`src/rtl/fpu_pkg.sv`:
```
// Shared FPU constants: opcodes, one-hot bit positions, result-type encodings,
// operand classes and the canonical quiet-NaN pattern.
package fpu_pkg;

    localparam int OPC_ROUND = 1;
    localparam int OPC_CAST  = 2;
    localparam int OPC_ADD   = 3;
    localparam int OPC_SUB   = 4;
    localparam int OPC_MULT  = 5;
    localparam int OPC_DIV   = 6;
    localparam int OPC_COMP  = 7;

    localparam int OP_ROUND_BIT = 0;
    localparam int OP_CAST_BIT  = 1;
    localparam int OP_ADD_BIT   = 2;
    localparam int OP_SUB_BIT   = 3;
    localparam int OP_MULT_BIT  = 4;
    localparam int OP_DIV_BIT   = 5;
    localparam int OP_COMP_BIT  = 6;

    localparam int RT_FINITE_BIT  = 0;
    localparam int RT_INDET_BIT   = 1;
    localparam int RT_NEG_INF_BIT = 2;
    localparam int RT_POS_INF_BIT = 3;
    localparam int RT_NAN_BIT     = 4;

    localparam logic [4:0] RT_FINITE  = 5'b00001;
    localparam logic [4:0] RT_INDET   = 5'b00010;
    localparam logic [4:0] RT_NEG_INF = 5'b00100;
    localparam logic [4:0] RT_POS_INF = 5'b01000;
    localparam logic [4:0] RT_NAN     = 5'b10000;

    typedef enum logic [2:0] {
        CLS_ZERO,
        CLS_SUBNORM,
        CLS_NORMAL,
        CLS_INF,
        CLS_QNAN,
        CLS_SNAN
    } op_class_e;

    // {0, all-ones exponent, 1, zeros}, right-aligned in a 128-bit container.
    function automatic logic [127:0] canonical_nan(input int exp_w, input int frac_w);
        logic [127:0] r;
        r = '0;
        for (int i = 0; i < exp_w; i++) r[frac_w + i] = 1'b1;
        r[frac_w - 1] = 1'b1;
        return r;
    endfunction

endpackage

```
`src/rtl/fpu_dec_q_if.sv`:
```
// Streaming handshake and decoded-field bundle between the register front-end,
// the operand decoder queue and the arithmetic units.
interface fpu_dec_q_if #(
    parameter int EXPONENT_WIDTH = 8,
    parameter int FRACTION_WIDTH = 23,
    parameter int OPCODE_WIDTH   = 5,
    parameter int DEPTH          = 2
);
    localparam int OW = 1 + EXPONENT_WIDTH + FRACTION_WIDTH;
    localparam int LW = $clog2(DEPTH + 1);

    logic                      in_valid_i;
    logic                      in_ready_o;
    logic [OPCODE_WIDTH-1:0]   fpu_opcode_i;
    logic [OW-1:0]             fpu_operand1_i;
    logic [OW-1:0]             fpu_operand2_i;
    logic                      out_valid_o;
    logic                      out_ready_i;
    logic [6:0]                fpu_op_o;
    logic [4:0]                fpu_res_type_o;
    logic                      fpu_dec_sign1_o;
    logic                      fpu_dec_sign2_o;
    logic [EXPONENT_WIDTH-1:0] fpu_dec_exp1_o;
    logic [EXPONENT_WIDTH-1:0] fpu_dec_exp2_o;
    logic [FRACTION_WIDTH:0]   fpu_dec_sfgnd1_o;
    logic [FRACTION_WIDTH:0]   fpu_dec_sfgnd2_o;
    logic [1:0]                fpu_dec_subnorm_o;
    logic                      fpu_dec_invalid_o;
    logic                      fpu_dec_illegal_o;
    logic [OW-1:0]             fpu_res_nan_o;
    logic [LW-1:0]             fpu_dec_level_o;

    modport slave (
        input  in_valid_i, fpu_opcode_i, fpu_operand1_i, fpu_operand2_i, out_ready_i,
        output in_ready_o, out_valid_o, fpu_op_o, fpu_res_type_o,
               fpu_dec_sign1_o, fpu_dec_sign2_o, fpu_dec_exp1_o, fpu_dec_exp2_o,
               fpu_dec_sfgnd1_o, fpu_dec_sfgnd2_o, fpu_dec_subnorm_o,
               fpu_dec_invalid_o, fpu_dec_illegal_o, fpu_res_nan_o, fpu_dec_level_o
    );

    modport master (
        output in_valid_i, fpu_opcode_i, fpu_operand1_i, fpu_operand2_i, out_ready_i,
        input  in_ready_o, out_valid_o, fpu_op_o, fpu_res_type_o,
               fpu_dec_sign1_o, fpu_dec_sign2_o, fpu_dec_exp1_o, fpu_dec_exp2_o,
               fpu_dec_sfgnd1_o, fpu_dec_sfgnd2_o, fpu_dec_subnorm_o,
               fpu_dec_invalid_o, fpu_dec_illegal_o, fpu_res_nan_o, fpu_dec_level_o
    );

endinterface

```
`src/rtl/fpu_opclass.sv`:
```
// Combinational IEEE-754 operand classifier: class, sign and hidden bit.
module fpu_opclass
    import fpu_pkg::*;
#(
    parameter int EXPONENT_WIDTH = 8,
    parameter int FRACTION_WIDTH = 23
) (
    input  logic [EXPONENT_WIDTH+FRACTION_WIDTH:0] operand_i,
    output op_class_e                              class_o,
    output logic                                   sign_o,
    output logic                                   hidden_o
);

    logic [EXPONENT_WIDTH-1:0] exp_w;
    logic [FRACTION_WIDTH-1:0] frac_w;

    assign exp_w    = operand_i[FRACTION_WIDTH +: EXPONENT_WIDTH];
    assign frac_w   = operand_i[FRACTION_WIDTH-1:0];
    assign sign_o   = operand_i[EXPONENT_WIDTH+FRACTION_WIDTH];
    assign hidden_o = |exp_w;

    always_comb begin
        // NOTE: default first so every path assigns class_o and no latch is inferred.
        class_o = CLS_NORMAL;
        if (exp_w == '0) begin
            class_o = (frac_w == '0) ? CLS_ZERO : CLS_SUBNORM;
        end else if (&exp_w) begin
            if (frac_w == '0)                class_o = CLS_INF;
            else if (frac_w[FRACTION_WIDTH-1]) class_o = CLS_QNAN;
            else                             class_o = CLS_SNAN;
        end
    end

endmodule

```
`src/rtl/fpu_dec_q.sv`:
```
// FPU operand decoder with special-result prediction, feeding a DEPTH-entry
// output FIFO with valid/ready back-pressure on both sides.
module fpu_dec_q
    import fpu_pkg::*;
#(
    parameter int EXPONENT_WIDTH = 8,
    parameter int FRACTION_WIDTH = 23,
    parameter int OPCODE_WIDTH   = 5,
    parameter int DEPTH          = 2,
    parameter int NAN_MODE       = 0
) (
    input  logic        fpu_clk,
    input  logic        fpu_rst_n,
    input  logic        fpu_dec_flush_i,
    fpu_dec_q_if.slave  bus
);

    localparam int EW = EXPONENT_WIDTH;
    localparam int FW = FRACTION_WIDTH;
    localparam int OPERAND_WIDTH = 1 + EW + FW;
    localparam int PW = $clog2(DEPTH);
    localparam int LW = $clog2(DEPTH + 1);

    localparam logic [127:0]             CANON_FULL = canonical_nan(EW, FW);
    localparam logic [OPERAND_WIDTH-1:0] CANON_NAN  = CANON_FULL[OPERAND_WIDTH-1:0];
    localparam logic [OPERAND_WIDTH-1:0] QUIET_BIT  = {{(EW+1){1'b0}}, 1'b1, {(FW-1){1'b0}}};

    typedef struct packed {
        logic [6:0]               op;
        logic [4:0]               res_type;
        logic                     sign1;
        logic                     sign2;
        logic [EW-1:0]            exp1;
        logic [EW-1:0]            exp2;
        logic [FW:0]              sfgnd1;
        logic [FW:0]              sfgnd2;
        logic [1:0]               subnorm;
        logic                     invalid;
        logic                     illegal;
        logic [OPERAND_WIDTH-1:0] res_nan;
    } entry_t;

    op_class_e cls1, cls2;
    logic      sign1, sign2, hid1, hid2;

    fpu_opclass #(.EXPONENT_WIDTH(EW), .FRACTION_WIDTH(FW)) u_cls1 (
        .operand_i (bus.fpu_operand1_i),
        .class_o   (cls1),
        .sign_o    (sign1),
        .hidden_o  (hid1)
    );

    fpu_opclass #(.EXPONENT_WIDTH(EW), .FRACTION_WIDTH(FW)) u_cls2 (
        .operand_i (bus.fpu_operand2_i),
        .class_o   (cls2),
        .sign_o    (sign2),
        .hidden_o  (hid2)
    );

    entry_t entry_d;
    int     opc;
    logic   illegal, unary, indet, inf_hit, inf_sign;
    logic   inf1, inf2, zero1, zero2, fin1, fin2, snan1, snan2, qnan1, qnan2;

    always_comb begin
        opc      = int'(bus.fpu_opcode_i);
        illegal  = (opc < OPC_ROUND) || (opc > OPC_COMP);
        unary    = (opc == OPC_ROUND) || (opc == OPC_CAST);
        inf1     = (cls1 == CLS_INF);
        zero1    = (cls1 == CLS_ZERO);
        fin1     = (cls1 == CLS_ZERO) || (cls1 == CLS_SUBNORM) || (cls1 == CLS_NORMAL);
        snan1    = (cls1 == CLS_SNAN);
        qnan1    = (cls1 == CLS_QNAN);
        // Operand 2 is invisible to the unary ops.
        inf2     = !unary && (cls2 == CLS_INF);
        zero2    = !unary && (cls2 == CLS_ZERO);
        fin2     = !unary && ((cls2 == CLS_ZERO) || (cls2 == CLS_SUBNORM) || (cls2 == CLS_NORMAL));
        snan2    = !unary && (cls2 == CLS_SNAN);
        qnan2    = !unary && (cls2 == CLS_QNAN);
        indet    = 1'b0;
        inf_hit  = 1'b0;
        inf_sign = 1'b0;

        case (opc)
            OPC_ROUND, OPC_CAST: begin
                inf_hit  = inf1;
                inf_sign = sign1;
            end
            OPC_ADD: begin
                indet    = inf1 && inf2 && (sign1 != sign2);
                inf_hit  = inf1 || inf2;
                inf_sign = inf1 ? sign1 : sign2;
            end
            OPC_SUB: begin
                indet    = inf1 && inf2 && (sign1 == sign2);
                inf_hit  = inf1 || inf2;
                inf_sign = inf1 ? sign1 : !sign2;
            end
            OPC_MULT: begin
                indet    = (zero1 && inf2) || (inf1 && zero2);
                inf_hit  = (inf1 || inf2) && !zero1 && !zero2;
                inf_sign = sign1 ^ sign2;
            end
            OPC_DIV: begin
                indet    = (inf1 && inf2) || (zero1 && zero2);
                inf_hit  = (inf1 && fin2) || (fin1 && !zero1 && zero2);
                inf_sign = sign1 ^ sign2;
            end
            default: ;
        endcase

        entry_d          = '0;
        entry_d.op       = illegal ? 7'd0 : (7'd1 << (opc - 1));
        entry_d.sign1    = sign1;
        entry_d.sign2    = sign2;
        entry_d.exp1     = bus.fpu_operand1_i[FW +: EW];
        entry_d.exp2     = bus.fpu_operand2_i[FW +: EW];
        entry_d.sfgnd1   = {hid1, bus.fpu_operand1_i[FW-1:0]};
        entry_d.sfgnd2   = {hid2, bus.fpu_operand2_i[FW-1:0]};
        entry_d.subnorm  = {!unary && (cls2 == CLS_SUBNORM), cls1 == CLS_SUBNORM};
        entry_d.illegal  = illegal;

        if (illegal || snan1 || snan2 || qnan1 || qnan2) entry_d.res_type = RT_NAN;
        else if (indet)                                   entry_d.res_type = RT_INDET;
        else if (inf_hit)                                 entry_d.res_type = inf_sign ? RT_NEG_INF : RT_POS_INF;
        else                                              entry_d.res_type = RT_FINITE;

        entry_d.invalid = illegal || snan1 || snan2 || (entry_d.res_type == RT_INDET);

        if (entry_d.res_type == RT_NAN) begin
            if (illegal || NAN_MODE == 1) entry_d.res_nan = CANON_NAN;
            else if (snan1)               entry_d.res_nan = bus.fpu_operand1_i | QUIET_BIT;
            else if (snan2)               entry_d.res_nan = bus.fpu_operand2_i | QUIET_BIT;
            else if (qnan1)               entry_d.res_nan = bus.fpu_operand1_i;
            else                          entry_d.res_nan = bus.fpu_operand2_i;
        end
    end

    // Output FIFO
    entry_t        mem_q [DEPTH];
    entry_t        head;
    logic [PW-1:0] wr_ptr_q, wr_ptr_d, rd_ptr_q, rd_ptr_d;
    logic [LW-1:0] level_q, level_d;
    logic          push, pop;

    assign bus.in_ready_o  = (level_q < LW'(DEPTH));
    assign bus.out_valid_o = (level_q != '0);
    assign push = bus.in_valid_i && bus.in_ready_o && !fpu_dec_flush_i;
    assign pop  = bus.out_valid_o && bus.out_ready_i;

    always_comb begin
        wr_ptr_d = wr_ptr_q;
        rd_ptr_d = rd_ptr_q;
        level_d  = level_q;
        if (fpu_dec_flush_i) begin
            wr_ptr_d = '0;
            rd_ptr_d = '0;
            level_d  = '0;
        end else begin
            if (push) wr_ptr_d = wr_ptr_q + PW'(1);
            if (pop)  rd_ptr_d = rd_ptr_q + PW'(1);
            case ({push, pop})
                2'b10:   level_d = level_q + LW'(1);
                2'b01:   level_d = level_q - LW'(1);
                default: level_d = level_q;
            endcase
        end
    end

    always_ff @(posedge fpu_clk) begin
        // NOTE: sequential state uses non-blocking assignments so all flops update together.
        if (!fpu_rst_n) begin
            wr_ptr_q <= '0;
            rd_ptr_q <= '0;
            level_q  <= '0;
        end else begin
            wr_ptr_q <= wr_ptr_d;
            rd_ptr_q <= rd_ptr_d;
            level_q  <= level_d;
        end
    end

    // NOTE: storage is not reset; an empty FIFO masks the head, so stale entries never show.
    always_ff @(posedge fpu_clk) begin
        if (push) mem_q[wr_ptr_q] <= entry_d;
    end

    assign head = bus.out_valid_o ? mem_q[rd_ptr_q] : '0;

    assign bus.fpu_op_o          = head.op;
    assign bus.fpu_res_type_o    = head.res_type;
    assign bus.fpu_dec_sign1_o   = head.sign1;
    assign bus.fpu_dec_sign2_o   = head.sign2;
    assign bus.fpu_dec_exp1_o    = head.exp1;
    assign bus.fpu_dec_exp2_o    = head.exp2;
    assign bus.fpu_dec_sfgnd1_o  = head.sfgnd1;
    assign bus.fpu_dec_sfgnd2_o  = head.sfgnd2;
    assign bus.fpu_dec_subnorm_o = head.subnorm;
    assign bus.fpu_dec_invalid_o = head.invalid;
    assign bus.fpu_dec_illegal_o = head.illegal;
    assign bus.fpu_res_nan_o     = head.res_nan;
    assign bus.fpu_dec_level_o   = level_q;

endmodule

```
`src/flat_wrapper.sv`:
```
// flat-port wrapper written by rule: the top's interface ports become plain ports
module fpu_dec_q_flat import fpu_pkg::*;
#(
    parameter int EXPONENT_WIDTH = 8,
    parameter int FRACTION_WIDTH = 23,
    parameter int OPCODE_WIDTH   = 5,
    parameter int DEPTH          = 2,
    parameter int NAN_MODE       = 0
)
  (fpu_clk, fpu_rst_n, fpu_dec_flush_i, bus_in_valid_i, bus_fpu_opcode_i, bus_fpu_operand1_i, bus_fpu_operand2_i, bus_out_ready_i, bus_in_ready_o, bus_out_valid_o, bus_fpu_op_o, bus_fpu_res_type_o, bus_fpu_dec_sign1_o, bus_fpu_dec_sign2_o, bus_fpu_dec_exp1_o, bus_fpu_dec_exp2_o, bus_fpu_dec_sfgnd1_o, bus_fpu_dec_sfgnd2_o, bus_fpu_dec_subnorm_o, bus_fpu_dec_invalid_o, bus_fpu_dec_illegal_o, bus_fpu_res_nan_o, bus_fpu_dec_level_o);
  fpu_dec_q_if #(.EXPONENT_WIDTH(EXPONENT_WIDTH), .FRACTION_WIDTH(FRACTION_WIDTH), .OPCODE_WIDTH(OPCODE_WIDTH), .DEPTH(DEPTH)) bus_i ();
  input  logic fpu_clk;
  input  logic fpu_rst_n;
  input  logic fpu_dec_flush_i;
  input wire logic [$bits(bus_i.in_valid_i)-1:0] bus_in_valid_i;
  input wire logic [$bits(bus_i.fpu_opcode_i)-1:0] bus_fpu_opcode_i;
  input wire logic [$bits(bus_i.fpu_operand1_i)-1:0] bus_fpu_operand1_i;
  input wire logic [$bits(bus_i.fpu_operand2_i)-1:0] bus_fpu_operand2_i;
  input wire logic [$bits(bus_i.out_ready_i)-1:0] bus_out_ready_i;
  output wire logic [$bits(bus_i.in_ready_o)-1:0] bus_in_ready_o;
  output wire logic [$bits(bus_i.out_valid_o)-1:0] bus_out_valid_o;
  output wire logic [$bits(bus_i.fpu_op_o)-1:0] bus_fpu_op_o;
  output wire logic [$bits(bus_i.fpu_res_type_o)-1:0] bus_fpu_res_type_o;
  output wire logic [$bits(bus_i.fpu_dec_sign1_o)-1:0] bus_fpu_dec_sign1_o;
  output wire logic [$bits(bus_i.fpu_dec_sign2_o)-1:0] bus_fpu_dec_sign2_o;
  output wire logic [$bits(bus_i.fpu_dec_exp1_o)-1:0] bus_fpu_dec_exp1_o;
  output wire logic [$bits(bus_i.fpu_dec_exp2_o)-1:0] bus_fpu_dec_exp2_o;
  output wire logic [$bits(bus_i.fpu_dec_sfgnd1_o)-1:0] bus_fpu_dec_sfgnd1_o;
  output wire logic [$bits(bus_i.fpu_dec_sfgnd2_o)-1:0] bus_fpu_dec_sfgnd2_o;
  output wire logic [$bits(bus_i.fpu_dec_subnorm_o)-1:0] bus_fpu_dec_subnorm_o;
  output wire logic [$bits(bus_i.fpu_dec_invalid_o)-1:0] bus_fpu_dec_invalid_o;
  output wire logic [$bits(bus_i.fpu_dec_illegal_o)-1:0] bus_fpu_dec_illegal_o;
  output wire logic [$bits(bus_i.fpu_res_nan_o)-1:0] bus_fpu_res_nan_o;
  output wire logic [$bits(bus_i.fpu_dec_level_o)-1:0] bus_fpu_dec_level_o;
  assign bus_i.in_valid_i = bus_in_valid_i;
  assign bus_i.fpu_opcode_i = bus_fpu_opcode_i;
  assign bus_i.fpu_operand1_i = bus_fpu_operand1_i;
  assign bus_i.fpu_operand2_i = bus_fpu_operand2_i;
  assign bus_i.out_ready_i = bus_out_ready_i;
  assign bus_in_ready_o = bus_i.in_ready_o;
  assign bus_out_valid_o = bus_i.out_valid_o;
  assign bus_fpu_op_o = bus_i.fpu_op_o;
  assign bus_fpu_res_type_o = bus_i.fpu_res_type_o;
  assign bus_fpu_dec_sign1_o = bus_i.fpu_dec_sign1_o;
  assign bus_fpu_dec_sign2_o = bus_i.fpu_dec_sign2_o;
  assign bus_fpu_dec_exp1_o = bus_i.fpu_dec_exp1_o;
  assign bus_fpu_dec_exp2_o = bus_i.fpu_dec_exp2_o;
  assign bus_fpu_dec_sfgnd1_o = bus_i.fpu_dec_sfgnd1_o;
  assign bus_fpu_dec_sfgnd2_o = bus_i.fpu_dec_sfgnd2_o;
  assign bus_fpu_dec_subnorm_o = bus_i.fpu_dec_subnorm_o;
  assign bus_fpu_dec_invalid_o = bus_i.fpu_dec_invalid_o;
  assign bus_fpu_dec_illegal_o = bus_i.fpu_dec_illegal_o;
  assign bus_fpu_res_nan_o = bus_i.fpu_res_nan_o;
  assign bus_fpu_dec_level_o = bus_i.fpu_dec_level_o;
  fpu_dec_q #(.EXPONENT_WIDTH(EXPONENT_WIDTH), .FRACTION_WIDTH(FRACTION_WIDTH), .OPCODE_WIDTH(OPCODE_WIDTH), .DEPTH(DEPTH), .NAN_MODE(NAN_MODE)) u_core (.fpu_clk(fpu_clk), .fpu_rst_n(fpu_rst_n), .fpu_dec_flush_i(fpu_dec_flush_i), .bus(bus_i));
endmodule
```
`config.mk`:
```
export PLATFORM = sky130hd
export DESIGN_NAME = fpu_dec_q_flat
export DESIGN_NICKNAME = d
export VERILOG_FILES = /design/src/rtl/fpu_pkg.sv /design/src/rtl/fpu_dec_q_if.sv /design/src/rtl/fpu_opclass.sv /design/src/rtl/fpu_dec_q.sv /design/src/flat_wrapper.sv
export SDC_FILE = /design/constraint.sdc
export NUM_CORES = 1
export LEC_CHECK = 0
export CORE_MARGIN = 1
export CORE_UTILIZATION = 38
export CTS_CLUSTER_DIAMETER = 120
export CTS_CLUSTER_SIZE = 10
export DETAILED_ROUTE_END_ITERATION = 10
export PLACE_DENSITY = 0.63
export SYNTH_ARGS = -nofsm -noshare
export SYNTH_HDL_FRONTEND = slang
export SYNTH_SLANG_ARGS = --single-unit
```
`constraint.sdc`:
```
create_clock -name fpu_clk -period 8.3 [get_ports fpu_clk]
set_input_delay 1.66 -clock fpu_clk [delete_from_list [all_inputs] [get_ports fpu_clk]]
set_output_delay 1.66 -clock fpu_clk [all_outputs]
set_load 0.01 [all_outputs]
```
### Word-level counts from Yosys, hierarchy flattened

Memories as Yosys holds them, arrays and structs flattened. A register that Yosys moved wholly into a read port is not among the register bits.
Index checks and enable logic that the tools add are counted.

| cells by class | value |
|---|---|
| add/subtract/negate cells | 5 |
| $lt $le $gt $ge | 3 |
| equal/unequal tests | 24 |
| shift operators | 1 |
| muxes and demuxes | 31 |
| bitwise logic cells | 2 |
| reduce and logical (&&, ||, !) cells | 56 |

Operator list:

| kind | count |
|---|---|
| $mux W32 | 5 |
| $mux W114 | 1 |
| $logic_not A23 Y1 | 2 |
| $shl A1 B32 Y7 const A | 1 |
| $eq A5 B2 Y1 const B | 4 |
| $eq A5 B3 Y1 const B | 4 |
| $logic_and A1 B1 Y1 | 20 |
| $mux W3 | 6 |
| $logic_not A8 Y1 | 2 |
| $reduce_and A8 Y1 | 2 |
| $reduce_or A8 Y1 | 2 |
| $logic_or A1 B1 Y1 | 15 |
| $mux W5 | 3 |
| $eq A3 B2 Y1 const B | 4 |
| $eq A3 B3 Y1 const B | 4 |
| $pmux W1 S4 | 3 |
| $mux W1 | 10 |
| $reduce_or A2 Y1 | 4 |
| $mux W7 | 1 |
| $eq A3 B1 Y1 const B | 2 |
| $logic_not A3 Y1 | 2 |
| $sub A5 B1 Y6 const B | 1 |
| $eq A5 B1 Y1 const B | 1 |
| $eq A5 B5 Y1 const B | 1 |
| 16 further kinds | 22 |

| word-level totals | value |
|---|---|
| flip-flop bits (word level) | 4 |
| memory bits (writable) | 228 |
| bits of input ports | 74 |
| logic and storage cells | 126 |
| memories kept | 1 |

Memories:

| memory | words | width | read ports | clocked after memory_dff | wr ports | RTL line | source |
|---|---|---|---|---|---|---|---|
| u_core.mem_q | 2 | 114 | 1 | 1 | 1 | fpu_dec_q.sv:140 | `entry_t mem_q [DEPTH];` |

### Logic depth before layout (Yosys ltp)

| logic depth | value |
|---|---|
| depth after elaboration | 16 |
| mapped depth | 11 |

### Hierarchy

A second synthesis with hierarchy kept.

| second synthesis, totals | value |
|---|---|
| cell total of the unflattened synthesis | 751 |
| area, all modules | 10,221.1 um^2 |

By module, submodules not included:

| module | times used | cells each | area each (um^2) | sequential area each (um^2) |
|---|---|---|---|---|
| fpu_dec_q | 1 | 713 | 9,923.3 | 6,946.7 |
| fpu_opclass | 2 | 19 | 148.9 | 0.0 |

### Worst setup path after synthesis

Ideal clock, no wire load.

| path | value |
|---|---|
| path kind | input port to flip-flop |
| from | in fpu_dec_flush_i |
| to | mem u_core.mem_q[0][0] in the netlist's numbering, enable pin |
| arrival time | 6.730 ns |
| slack | 0.981 ns |
| stages on the path | 4 |
| cell sequence | inv_1 > and3_1 > inv_1 > nor2_1 |

| on the way | value |
|---|---|
| cells in the longest elaborated chain, start to end | 4 |

Ends and longest elaborated chain:

| what | RTL line | source |
|---|---|---|
| from (decl) | flat_wrapper.sv:14 | `input logic fpu_dec_flush_i;` |
| $logic_not A1 Y1 | fpu_dec_q.sv:148 | `assign push = bus.in_valid_i && bus.in_ready_o && !fpu_dec_flush_i;` |
| $logic_and A1 B1 Y1 | fpu_dec_q.sv:148 |  |
| $mux W1 | fpu_dec_q.sv:185 | `if (push) mem_q[wr_ptr_q] <= entry_d;` |
| $mux W1 (implied by the code) | fpu_dec_q.sv:185 |  |
| to (decl) | fpu_dec_q.sv:140 |  |

No other way between the ends.

### Worst setup path in the final report

| path | value |
|---|---|
| from | reg u_core.level_q[1], in the netlist u_core.bus.fpu_dec_level_o[1] |
| to | out bus_fpu_res_type_o[4] |

| on the way | value |
|---|---|
| cells in the longest elaborated chain, start to end | 2 |

Ends and longest elaborated chain:

| what | RTL line | source |
|---|---|---|
| from (decl) | fpu_dec_q.sv:143 | `logic [LW-1:0] level_q, level_d;` |
| from (signal assigned) | fpu_dec_q.sv:179 | `level_q <= level_d;` |
| $reduce_bool A2 Y1 | fpu_dec_q.sv:147 | `assign bus.out_valid_o = (level_q != '0);` |
| $mux W114 | fpu_dec_q.sv:188 | `assign head = bus.out_valid_o ? mem_q[rd_ptr_q] : '0;` |
| to (decl) | flat_wrapper.sv:23 | `output wire logic [$bits(bus_i.fpu_res_type_o)-1:0] bus_fpu_res_type_o;` |

No other way between the ends.

==> metrics list <==
- The tree is rooted in a clkbuf_16.
- Antenna violations before repair: 1
* Int Pwr: 2.02 mW
- Setup slack, reg-to-reg: 5.56 ns
- Setup repair after global routing left no endpoint under its margin.
- Die Ht: 163 um
* VDD IR-drop max: 0.152 mV
- Headroom to the max-slew limit came out at 0.246.
- P&R area growth vs syn: 30.2%
- The floorplan has 58 rows.
- Run status: completed
- Combined global-route utilization of all metal layers: 0.175
- Leading register cell type out of synthesis: edfxtp_1
- Clock-pin slew was measured on the worst setup and hold paths at 0.05 ns.
* Number of DRC markers in iteration 0: 337
- Placeable core region: 25400 um2
- Overall die area: 26700 um2
- Synthesis produced a netlist with a net count of 778.
- After routing the design area is 12900 um2.
- For the pin with the worst max-slew slack, the measured transition is 1.13 ns.
* Horiz. Die Dim: 163 um
- Worst setup margin: 3.31 ns
* Clock sink count: 233
- Count of inserted antenna diode cells: 0
* Setup Crit Path Kind: reg -> out
* Number of distinct library cell variants in the gate-level netlist after synthesis: 49
- Hold Crit Class: reg -> reg
- Final layout net count: 970
* Combinational Power Share: 0.082
* Wire length of the first global-routing pass: 35.3 mm
- Leaving out fill and tap cells, the most frequent cell in the layout is edfxtp_1.
- Crit Reg-Reg Startpoint: u_core.bus.fpu_dec_level_o[1]
- # setup viols final: 0
- STA puts the critical path data arrival time at 3.33 ns.
- The count of nets left with antenna violations once routing finished came out at 0.
- Pwr/cell area: 200 nW/um2
* Post-synth ARST share: 0
* Final setup skew: 0.0207 ns
- Number of placed I/O pins: 192
* Synth Area per Inst: 14.2 um2
* Post-DR vias/cell: 5.12
* Startpoint type of the worst setup path: register
- For the worst-skew pair, the clock arrives at the later sink with an insertion delay of 0.53 ns.
- Share of the cycle needed by the critical path after routing: 0.601
- Post-DP HPWL: 15.2 mm
* Yosys synthesis warning count: 0
- Initial core utilization: 0.390
* Clock tree from TritonCTS: built
- Summed over all failing endpoints, the final setup total negative slack is 0 ns.
* Count of pins over their slew limit: 0
- FMAX: 201 MHz
* Largest net degree at the start of global routing: 68
- Flip-flop and latch count after synthesis: 233
- Fill cell count: 2219
- Sequential element share of the synthesized area: 0.702
- Data required, critical path: 6.64 ns
* Number of global-route vias before repair: 6103
- Counting the buffers created by CTS gives 27.
- Cells resized by post-CTS repair: 0
* Reported max-cap violation count: 0
- Drc violations: 0
- Beginning of the worst hold path: u_core.rd_ptr_q
- The routed design has 23.6 mm of wire.
- Routability congestion estimate from global placement: 0.795
- Placement Cell Area: 12100 um2
- First element of the critical path: u_core.bus.fpu_dec_level_o[1]
- For the finished layout, the period the worst path requires is 4.99 ns.
* Vias post-DR: 6304
- Largest fanout on the critical path: 67
- Endpoints failing hold: 0
* Number of standard cells in the final layout excluding fillers: 1232
* Share of post-route cells with drive strength above 1: 0.0521
* Setup repair bufs after CTS: 0
- First-pass detailed-route iteration total: 5
* Share of power burned in the clock network: 0.399
- Port buffer count: 191
* Most used cells in the layout excluding fill and tap cells: 228 x edfxtp_1, 191 x clkdlybuf4s50_1, 164 x nor2_1, 137 x mux2i_1, 27 x clkbuf_16
- Number of enable-type register cells in the synthesized netlist: 228
* Switching share of total power: 0.216
- Synthesized cell area: 9900 um2
* Post-cts hold buffer count: 0
- P_sw: 556 uW
* Post-placement worst setup slack: 3.08 ns
- For this design the static power due to leakage is 4.09 nW.
- Maximum buffer depth of the clock tree: 3
* Routed len/inst: 19.2 um
- GRT Residual Overflow: 0
* Setup crit end kind: output pin
- Of the total power, registers draw 0.519.
* Maximum level of the CTS H-tree: 1
- Synthesis produced a netlist whose cell count is 698.
* Post-Place Cells: 1191
## per-stage QoR
step	hold WS [ns]	power, mW	util
after global placement	0.496	1.57	0.478
final	0.510	2.57	0.507
after CTS	0.516	2.61	0.507
after floorplan	0.481	1.45	-
after global routing	0.551	2.67	0.507
after detailed placement	0.500	1.57	0.478
## power groups by stage
stage                     clock [mW]  combinational [mW]  sequential (mW)
after floorplan                    0              0.0902             1.36
after global placement             0               0.211             1.36
after detailed placement           0               0.213             1.36
after CTS                       1.06               0.214             1.34
after global routing            1.10               0.228             1.34
final                           1.03               0.210             1.34
## layer usage
layer	GRT usage	vias to the layer above	routed length, um
met1	0.230	3106	10100
met4	0.0399	0	413
met3	0.0396	37	1510
met5	0	-	0
li1	-	2972	-
met2	0.293	189	11500
## worst paths after layout
check / end / cells past startpoint
worst min register to register: register / 2
worst max register to register: u_core.mem_q[0][99] / 6
worst min-delay path: register / 2
worst max-delay path: bus_fpu_res_type_o[4] / 4
## worst max-delay path, stage by stage (launching register included)
cell             delay (ns)
dfxtp_1                0.36
nor2_4                 0.88
buf_4                  0.77
nor2_1                 0.21
clkdlybuf4s50_1        0.53
## registers in the layout, summed over array words and instances (netlist names), named ones only
register,count
u_core.wr_ptr_q,1
u_core.rd_ptr_q,1
u_core.mem_q,228
u_core.bus.fpu_dec_level_o,2
## cell type report
type | instances | area (um2) | share of cell area
Sequential cell | 233 | 6950 | 0.539
Clock buffer | 39 | 721 | 0.0559
Tap cell | 330 | 413 | 0.0320
Clock inverter | 2 | 17.5 | 0.00136
Timing Repair Buffer | 198 | 1960 | 0.152
Multi-Input combinational cell | 422 | 2790 | 0.216
Inverter | 8 | 30.0 | 0.00233
## Yosys cell counts, types with 3 or more instances
cell	count	area, um2
clkbuf_1	21	78.8
a21oi_1	6	30.0
xnor2_1	3	26.3
o21ai_0	15	75.1
edfxtp_1	228	6850
nor2_1	166	623
inv_1	7	26.3
nor4_1	15	93.8
or3_1	3	18.8
nand2_1	11	41.3
xor2_1	3	26.3
nand3_1	8	40.0
ha_1	6	75.1
dfxtp_1	5	100
mux2i_1	137	1370
buf_1	9	33.8
buf_2	3	15.0
nor3_1	9	45.0
nand4_1	6	37.5
## cells by family after synthesis
| logic type | after synthesis | share of synthesized area |
|---|---|---|
| xor gates and xnor gates | 6 | 0.00531 |
| muxes | 137 | 0.139 |
| adders and majority gates | 6 | 0.00758 |
| and+or+nand+nor | 237 | 0.106 |
| DFF | 233 | 0.702 |
| buffers and inverters | 43 | 0.0182 |
| AOI/OAI and AO/OA | 36 | 0.0230 |
Note: power is estimated with default switching activity, not from simulation.
